## src/rtl/ysyx_22040088_memarb.sv

```systemverilog
// Fetch / load-store arbiter in front of a single-outstanding memory port.
// Responses are registered, so the owner's rsp_valid pulses the cycle after mem_rsp_valid or timeout.
module ysyx_22040088_memarb #(
    parameter int TIMEOUT = 16
) (
    input  logic        clk,
    input  logic        rst,
    input  logic        if_req_valid,
    input  logic [63:0] if_req_addr,
    output logic        if_req_ready,
    output logic        if_rsp_valid,
    output logic        if_rsp_err,
    output logic [63:0] if_rsp_data,
    input  logic        ls_req_valid,
    input  logic        ls_req_wen,
    input  logic [63:0] ls_req_addr,
    input  logic [63:0] ls_req_wdata,
    input  logic [7:0]  ls_req_wmask,
    output logic        ls_req_ready,
    output logic        ls_rsp_valid,
    output logic        ls_rsp_err,
    output logic [63:0] ls_rsp_data,
    output logic        mem_req_valid,
    output logic        mem_req_wen,
    output logic [63:0] mem_req_addr,
    output logic [63:0] mem_req_wdata,
    output logic [7:0]  mem_req_wmask,
    input  logic        mem_req_ready,
    input  logic        mem_rsp_valid,
    input  logic [63:0] mem_rsp_data,
    output logic        busy
);
    typedef enum logic [1:0] {IDLE, REQ, RESP} state_t;
    localparam logic [7:0] TMO_LAST = 8'(TIMEOUT - 1);

    state_t      state_reg, state_next;
    logic        last_ls_reg, last_ls_next;
    logic        owner_ls_reg, owner_ls_next;
    logic        wen_reg, wen_next;
    logic [63:0] addr_reg, addr_next;
    logic [63:0] wdata_reg, wdata_next;
    logic [7:0]  wmask_reg, wmask_next;
    logic [7:0]  cnt_reg, cnt_next;
    logic        grant_ls, grant_if;
    logic        rsp_fire, rsp_err;
    logic [63:0] rsp_data;

    // LS normally wins; IF takes the slot right after an LS grant when both are waiting.
    assign grant_ls = ls_req_valid && !(if_req_valid && last_ls_reg);
    assign grant_if = if_req_valid && !grant_ls;

    always_comb begin
        state_next    = state_reg;
        last_ls_next  = last_ls_reg;
        owner_ls_next = owner_ls_reg;
        wen_next      = wen_reg;
        addr_next     = addr_reg;
        wdata_next    = wdata_reg;
        wmask_next    = wmask_reg;
        cnt_next      = cnt_reg;
        if_req_ready  = 1'b0;
        ls_req_ready  = 1'b0;
        mem_req_valid = 1'b0;
        rsp_fire      = 1'b0;
        rsp_err       = 1'b0;
        rsp_data      = 64'h0;
        case (state_reg)
            IDLE: begin
                if_req_ready = grant_if;
                ls_req_ready = grant_ls;
                if (grant_ls) begin
                    state_next    = REQ;
                    last_ls_next  = 1'b1;
                    owner_ls_next = 1'b1;
                    wen_next      = ls_req_wen;
                    addr_next     = ls_req_addr;
                    wdata_next    = ls_req_wdata;
                    wmask_next    = ls_req_wmask;
                end else if (grant_if) begin
                    state_next    = REQ;
                    last_ls_next  = 1'b0;
                    owner_ls_next = 1'b0;
                    wen_next      = 1'b0;
                    addr_next     = if_req_addr;
                    wdata_next    = 64'h0;
                    wmask_next    = 8'h0;
                end
            end
            REQ: begin
                mem_req_valid = 1'b1;
                if (mem_req_ready) begin
                    state_next = RESP;
                    cnt_next   = 8'd0;
                end
            end
            RESP: begin
                // A response arriving on the last allowed cycle still beats the timeout.
                if (mem_rsp_valid) begin
                    rsp_fire   = 1'b1;
                    rsp_data   = wen_reg ? 64'h0 : mem_rsp_data;
                    state_next = IDLE;
                end else if (cnt_reg == TMO_LAST) begin
                    rsp_fire   = 1'b1;
                    rsp_err    = 1'b1;
                    state_next = IDLE;
                end else begin
                    cnt_next = cnt_reg + 8'd1;
                end
            end
            default: state_next = IDLE;
        endcase
    end

    always_ff @(posedge clk) begin
        if (!rst) begin
            state_reg    <= IDLE;
            last_ls_reg  <= 1'b0;
            owner_ls_reg <= 1'b0;
            wen_reg      <= 1'b0;
            addr_reg     <= 64'h0;
            wdata_reg    <= 64'h0;
            wmask_reg    <= 8'h0;
            cnt_reg      <= 8'd0;
        end else begin
            state_reg    <= state_next;
            last_ls_reg  <= last_ls_next;
            owner_ls_reg <= owner_ls_next;
            wen_reg      <= wen_next;
            addr_reg     <= addr_next;
            wdata_reg    <= wdata_next;
            wmask_reg    <= wmask_next;
            cnt_reg      <= cnt_next;
        end
    end

    // Port 0 is fetch, port 1 is load-store; data/err hold between pulses.
    for (genvar gi = 0; gi < 2; gi++) begin : g_port
        localparam logic IS_LS = (gi == 1);
        logic        valid_reg;
        logic        err_reg;
        logic [63:0] data_reg;

        always_ff @(posedge clk) begin
            if (!rst) begin
                valid_reg <= 1'b0;
                err_reg   <= 1'b0;
                data_reg  <= 64'h0;
            end else begin
                valid_reg <= rsp_fire && (owner_ls_reg == IS_LS);
                if (rsp_fire && (owner_ls_reg == IS_LS)) begin
                    err_reg  <= rsp_err;
                    data_reg <= rsp_data;
                end
            end
        end
    end

    assign if_rsp_valid  = g_port[0].valid_reg;
    assign if_rsp_err    = g_port[0].err_reg;
    assign if_rsp_data   = g_port[0].data_reg;
    assign ls_rsp_valid  = g_port[1].valid_reg;
    assign ls_rsp_err    = g_port[1].err_reg;
    assign ls_rsp_data   = g_port[1].data_reg;
    assign mem_req_wen   = wen_reg;
    assign mem_req_addr  = addr_reg;
    assign mem_req_wdata = wdata_reg;
    assign mem_req_wmask = wmask_reg;
    assign busy          = (state_reg != IDLE);
endmodule

```

## config.mk

```make
export PLATFORM = sky130hd
export DESIGN_NAME = ysyx_22040088_memarb
export DESIGN_NICKNAME = d
export VERILOG_FILES = /design/src/rtl/ysyx_22040088_memarb.sv
export SDC_FILE = /design/constraint.sdc
export NUM_CORES = 1
export LEC_CHECK = 0
export BUFFER_PORTS_ARGS = -buffer_cell sky130_fd_sc_hd__buf_4
export CORE_AREA = 2 2 214 216
export CTS_CLUSTER_DIAMETER = 50
export CTS_CLUSTER_SIZE = 8
export DETAILED_ROUTE_END_ITERATION = 7
export DIE_AREA = 0 0 216 218
export PLACE_DENSITY_LB_ADDON = 0.1
export SLEW_MARGIN = 10
export SYNTH_ARGS = -nofsm -noshare
export SYNTH_HDL_FRONTEND = slang
export SYNTH_SLANG_ARGS = --single-unit
```

## constraint.sdc

```tcl
create_clock -name clk -period 1.62 [get_ports clk]
set_input_delay 0.324 -clock clk [delete_from_list [all_inputs] [get_ports clk]]
set_output_delay 0.324 -clock clk [all_outputs]
set_load 0.02 [all_outputs]
```

==> metrics.yaml, run 1 <==
status: "finished, violations left"
violations: "setup timing"
p_per_area_mw_per_mm2: 1020
overflow: 0
timing.rr.end: "if_rsp_data[40]$_SDFFE_PN0P_"
drv_slew: 0
skew_ns: 0.0262
holdCritPathClass: "in2reg"
cts-root-buf: "clkbuf_16"
syn_area_per_cell_sq_um: 9.43
grtUsageTotal_pct: 17.5
ys_seq_area_share_pct: 50.5
timing.setup.tns_ns: -4.51
peakVddDrop_mv: 0.594
rrSetupSlack_ns: -0.09
ys_ff_latch: 280
grt_pass1_vias: 10907
cts_made_buffers: 46
drc_errors: 0
synth_nets: 1448
placeableCoreArea_sq_mm: 0.0449
gp_congestion: 0.771
io_buffers: 543
hold_depth: 3
grt_max_degree: 90
synth_warnings: 0
arrival_ns: 1.45
synth.top_cells.by_area: "dfxtp_1 (51%), mux2i_1 (17%), nand2_1 (9.1%)"
nets: 2102
rr_worst_depth: 6
finalSetupViolCount: 103
cap_violations: 0
die_area_sq_mm: 0.0471
clk_latency_ns: 0.55
routed_wl_um: 44600
leakagePower_nw: 8.02
whs_ns: 0.0276
drt-initial-drc-count: 410
synth_top_area_cell: "dfxtp_1"
grt_pass1_wl_um: 64100
dp_cells: 2290
synth_top_area_share_pct: 50.5
start_util_pct: 24.7
vias: 10800
ys_types: 45
ant_nets: 0
critical_path_peak_fanout: 5
num_io_pins: 544
max-slew-margin-rel_pct: 72.1
h-tree-depth: 2
min_period_ns: 1.77
syn_to_final_growth_pct: 69.6
viasPerCell: 4.41
r2r-start: "cnt_reg[6]$_SDFFE_PN0P_"
hold_viol: 0
worst_slew_pin_slew_ns: 0.419
hold_start: "ls_req_wmask[6]"
die_h_um: 218
cts_tree: "done"
setup_ws_ns: -0.153
min_to: "mem_req_wmask[6]$_SDFFE_PN0P_"
finalPower_mw: 19.1
synth_cells: 1176
worstPathRequired_ns: 1.30
max_freq_ghz: 0.564
drive_above_1_share_pct: 40.7
rsz0062_at_grt: "yes"
clk_pin_slew_ns: 0.05
startpoint_type: "flop"
finalCritPeriodShare_pct: 109
rows: 78
cts.sinks: 280
dr.pass1.iters: 4
wl_per_cell_um: 18.2
antenna_found_initial: 3
final_common_cell: "buf_4"
worstSetupPathType: "reg2out"
syn_area_sq_mm: 0.0111
instances_no_fill: 2451
layout_common_cells: "buf_4 (590), dfxtp_1 (274), nand2_1 (260)"
endpoint_kind: "output pin"
fp.dieW_um: 216
hpwl_um: 31300
cts.path.max_buffers: 3
logic make-up (layout without fill, tap and decap cells):
logic type	after synthesis	after routing	share of synthesized area (%)
multiplexers	193	193	17.4
AO/OA/AOI/OAI	165	165	9.54
flip-flops	280	280	50.5
other	0	3	0
adder cells (fa/ha/maj)	1	1	0.113
buffers and inverters	101	773	5.82
AND/OR/NAND/NOR	436	436	16.6
critical path, cell delays in order (launching register included):
cell	delay [ns]
dfxtp_4	0.36
nor2_4	0.14
buf_4	0.14
nand2_4	0.06
inv_2	0.07
buf_6	0.12
layer usage:
layer | up-vias | GRT usage (%) | part of all wire, %
met5 | - | 0 | 0
met4 | 0 | 6.87 | 3.2
met3 | 79 | 5.83 | 7.7
met2 | 385 | 29.7 | 49
met1 | 4985 | 20.5 | 40
li1 | 5351 | - | -
cell type report:
class / count / area (sq um)
Antenna cell: 3 / 7.51
Clock buffer: 56 / 1220
Clock inverter: 10 / 92.6
Fill cell: 4503 / 26100
Inverter: 3 / 13.8
Multi-Input combinational cell: 795 / 5010
Sequential cell: 280 / 5620
Tap cell: 600 / 751
Timing Repair Buffer: 704 / 6100
power breakdown:
group	leakage (nW)	switching, mW	total, mW	internal (mW)
registers	2.28	0.171	7.38	7.21
logic	5.09	1.59	3.09	1.50
clock network	0.643	3.26	8.66	5.39
synth_stat cells (all sizes together):
cell and number:
o22a 2, o21a 1, and4 2, inv 3, a211o 3, dfxtp 280
nand3 77, nor2b 2, a2111oi 1, a31oi 4, a311oi 1, and2 1
a21o 1, nand3b 1, o21ba 1, nor2 71, ha 1, o21ai 3
nand2 270, a21oi 79, a31o 1, clkbuf 39, and3 2, nor3b 2
nor3 4, mux2i 193, buf 59, a21boi 1, a211oi 66, a41oi 1
nand2b 1, nor4b 1, nor4 2
worst max path at each step:
stage,startpoint,end,slack [ns],depth (start not counted)
global route,state_reg[1]$_SDFFE_PN0P_,ls_req_ready,-0.23,5
global placement,if_req_valid,mem_req_addr[2]$_SDFFE_PN0P_,-0.02,6
finish,state_reg[1]$_SDFFE_PN0P_,ls_req_ready,-0.15,5
floorplan,cnt_reg[0]$_SDFFE_PN0P_,cnt_reg[2]$_SDFFE_PN0P_,-0.03,6
detailed placement,if_req_valid,mem_req_addr[30]$_SDFFE_PN0P_,-0.03,6
CTS,state_reg[0]$_SDFFE_PN0P_,if_req_ready,-0.21,5
through the flow:
| step | setup slack (ns) | utilization [%] | cell area [sq um] |
|---|---|---|---|
| 2_1_floorplan | -0.0323 | - | 11100 |
| 3_3_place_gp | -0.0201 | 35.9 | 16100 |
| 3_5_place_dp | -0.0319 | 35.9 | 16100 |
| 4_1_cts | -0.215 | 40.6 | 18200 |
| 5_1_grt | -0.232 | 41.9 | 18800 |
| 6_report | -0.153 | 41.9 | 18800 |
timing repair:
item / CTS / global route
pin swaps: 5 / 12
hold buffers: 57 / 0
hold endpoints to repair: 57 / 0
endpoints found under the setup margin: 19 / 143
setup buffers: 7 / 12
gates cloned: 3 / 14
gates resized for setup: 27 / 43
Note: power is estimated with default switching activity, not from simulation.
==> run 2: changes to the inputs <==
==> constraint.sdc (replaced) <==
create_clock -name clk -period 2.1 [get_ports clk]
set_input_delay 0.42 -clock clk [delete_from_list [all_inputs] [get_ports clk]]
set_output_delay 0.42 -clock clk [all_outputs]
set_load 0.02 [all_outputs]
==> metrics.yaml, run 2 (synthesized netlist as in run 1, its figures left out) <==
status: "completed"
ant_nets: 0  # unchanged
grtUsageTotal_pct: 17.1  # -0.47 points
clk_latency_ns: 0.56  # about the same
dp_cells: 2250  # -1.7%
instances_no_fill: 2322  # -5.3%
io_buffers: 543  # unchanged
grt_max_degree: 129  # +43%
peakVddDrop_mv: 0.439  # -26%
leakagePower_nw: 7.31  # -8.9%
cts.path.max_buffers: 3  # unchanged
clk_pin_slew_ns: 0.05  # about the same
arrival_ns: 1.56  # +0.11 ns
max-slew-margin-rel_pct: 53.8  # -18 points
hold_viol: 0  # unchanged
placeableCoreArea_sq_mm: 0.0449  # unchanged
cts_made_buffers: 46  # unchanged
holdCritPathClass: "in2reg"
fp.dieW_um: 216  # unchanged
finalCritPeriodShare_pct: 94.5
worstPathRequired_ns: 1.68  # +0.38 ns
start_util_pct: 24.7  # unchanged
die_area_sq_mm: 0.0471  # unchanged
min_period_ns: 1.98
r2r-start: "cnt_reg[1]$_SDFFE_PN0P_"
viasPerCell: 4.39  # -0.33%
drv_slew: 0  # unchanged
timing.rr.end: "if_rsp_data[18]$_SDFFE_PN0P_"
h-tree-depth: 2  # unchanged
drc_errors: 0  # unchanged
antenna_found_initial: 1  # -2
overflow: 0  # unchanged
p_per_area_mw_per_mm2: 865  # -15%
gp_congestion: 0.766  # -0.67%
max_freq_ghz: 0.504
rows: 78  # unchanged
skew_ns: 0.0165  # -0.00969 ns
timing.setup.tns_ns: 0  # +4.51 ns
endpoint: "if_req_ready"
postCtsHoldBufs: 0  # -100%
routed_wl_um: 41900  # -6.0%
cts.sinks: 280  # unchanged
hold_start: "mem_req_ready"
vias: 10198  # -5.6%
cap_violations: 0  # unchanged
endpoint_kind: "output pin"
grt_pass1_wl_um: 62100  # -3.1%
hpwl_um: 30100  # -3.9%
nets: 1974  # -6.1%
cts_tree: "done"
cts-root-buf: "clkbuf_16"
crit_path_start: "state_reg[1]$_SDFFE_PN0P_"
syn_to_final_growth_pct: 55.4
die_h_um: 218  # unchanged
drt-initial-drc-count: 547  # +33%
rr_worst_depth: 7  # +1
rrSetupSlack_ns: 0.17  # +0.26 ns
startpoint_type: "flop"
layout_common_cells: "buf_4 (557), dfxtp_1 (278), nand2_1 (268)"
rsz0062_at_grt: "no"
num_io_pins: 544  # unchanged
final_common_cell: "buf_4"
dr.pass1.iters: 5  # +1
worstSetupPathType: "reg2out"
finalSetupViolCount: 0  # -100%
wl_per_cell_um: 18.0  # -0.83%
drive_above_1_share_pct: 38.4  # -2.3 points
worst_slew_pin_slew_ns: 0.693  # +0.273 ns
grt_pass1_vias: 10235  # -6.2%
critical_path_peak_fanout: 6  # +1
==> run 2: changes by cell type in the layout (fill, tap and decap cells not counted), sizes merged <==
cell         delta
buf            -60
dlygate4sd3    -57
clkbuf         -13
bufinv          +3
clkinv          -3
bufbuf          +1
diode           -1
inv             +1
==> run 2: power breakdown <==
| group | internal, mW | switching [mW] | total (mW) |
|---|---|---|---|
| Combinational | 0.980 | 1.15 | 2.13 |
| Clock | 4.54 | 2.54 | 7.08 |
| Sequential | 5.57 | 0.139 | 5.70 |
| Total | 11.1 | 3.83 | 14.9 |
==> run 2: per-stage QoR <==
step                      util, %  hold slack [ns]  setup slack, ns  instance area, sq um  total power [mW]
after floorplan                 -            0.456            0.325                 11100              6.83
after CTS                    38.3           0.0378          0.00142                 17200              15.2
after global placement       35.1            0.443            0.181                 15800              7.93
final                        38.4           0.0941            0.116                 17200              14.9
after global routing         38.4           0.0684          0.00256                 17200              15.6
after detailed placement     35.1            0.449           0.0925                 15800              7.94
==> run 2: repair_timing <==
| item | in CTS | in global routing |
|---|---|---|
| cloned | 1 | 0 |
| resized for setup | 2 | 5 |
| pin swaps | 1 | 0 |
| setup endpoints to repair | 2 | 53 |
| buffers inserted | 1 | 2 |
==> run 2: worst min path at each step <==
stage,to,slack (ns),cells past startpoint
CTS,state_reg[0]$_SDFFE_PN0P_,0.04,2
global route,mem_req_wdata[1]$_SDFFE_PN0P_,0.07,3
floorplan,cnt_reg[3]$_SDFFE_PN0P_,0.46,1
global placement,ls_rsp_data[63]$_SDFFE_PN0P_,0.44,2
finish,state_reg[0]$_SDFFE_PN0P_,0.09,2
detailed placement,ls_rsp_data[40]$_SDFFE_PN0P_,0.45,2
==> run 2: worst max-delay path, cell delays in order, from the launching register on <==
cell     delay, ns
dfxtp_1       0.40
nor2_4        0.21
nand2_2       0.10
nor2_1        0.10
buf_4         0.18
==> run 2: final cells by class <==
| class | instances | area [sq um] |
|---|---|---|
| clock inverter | 11 | 184 |
| sequential | 280 | 5610 |
| multi-input combinational | 795 | 4880 |
| clock buffer | 55 | 1220 |
| timing repair buffer | 576 | 4570 |
| inverter | 3 | 13.8 |
| antenna | 2 | 5.00 |
| fill | 4661 | 27700 |
| tap | 600 | 751 |
==> run 2: layer usage <==
metal,vias to the layer above,track usage (%),share of wire [%]
li1,5100,-,-
met1,4654,20.0,41
met2,378,29.0,48
met3,66,6.05,8.2
met4,0,5.68,2.8
met5,-,0,0
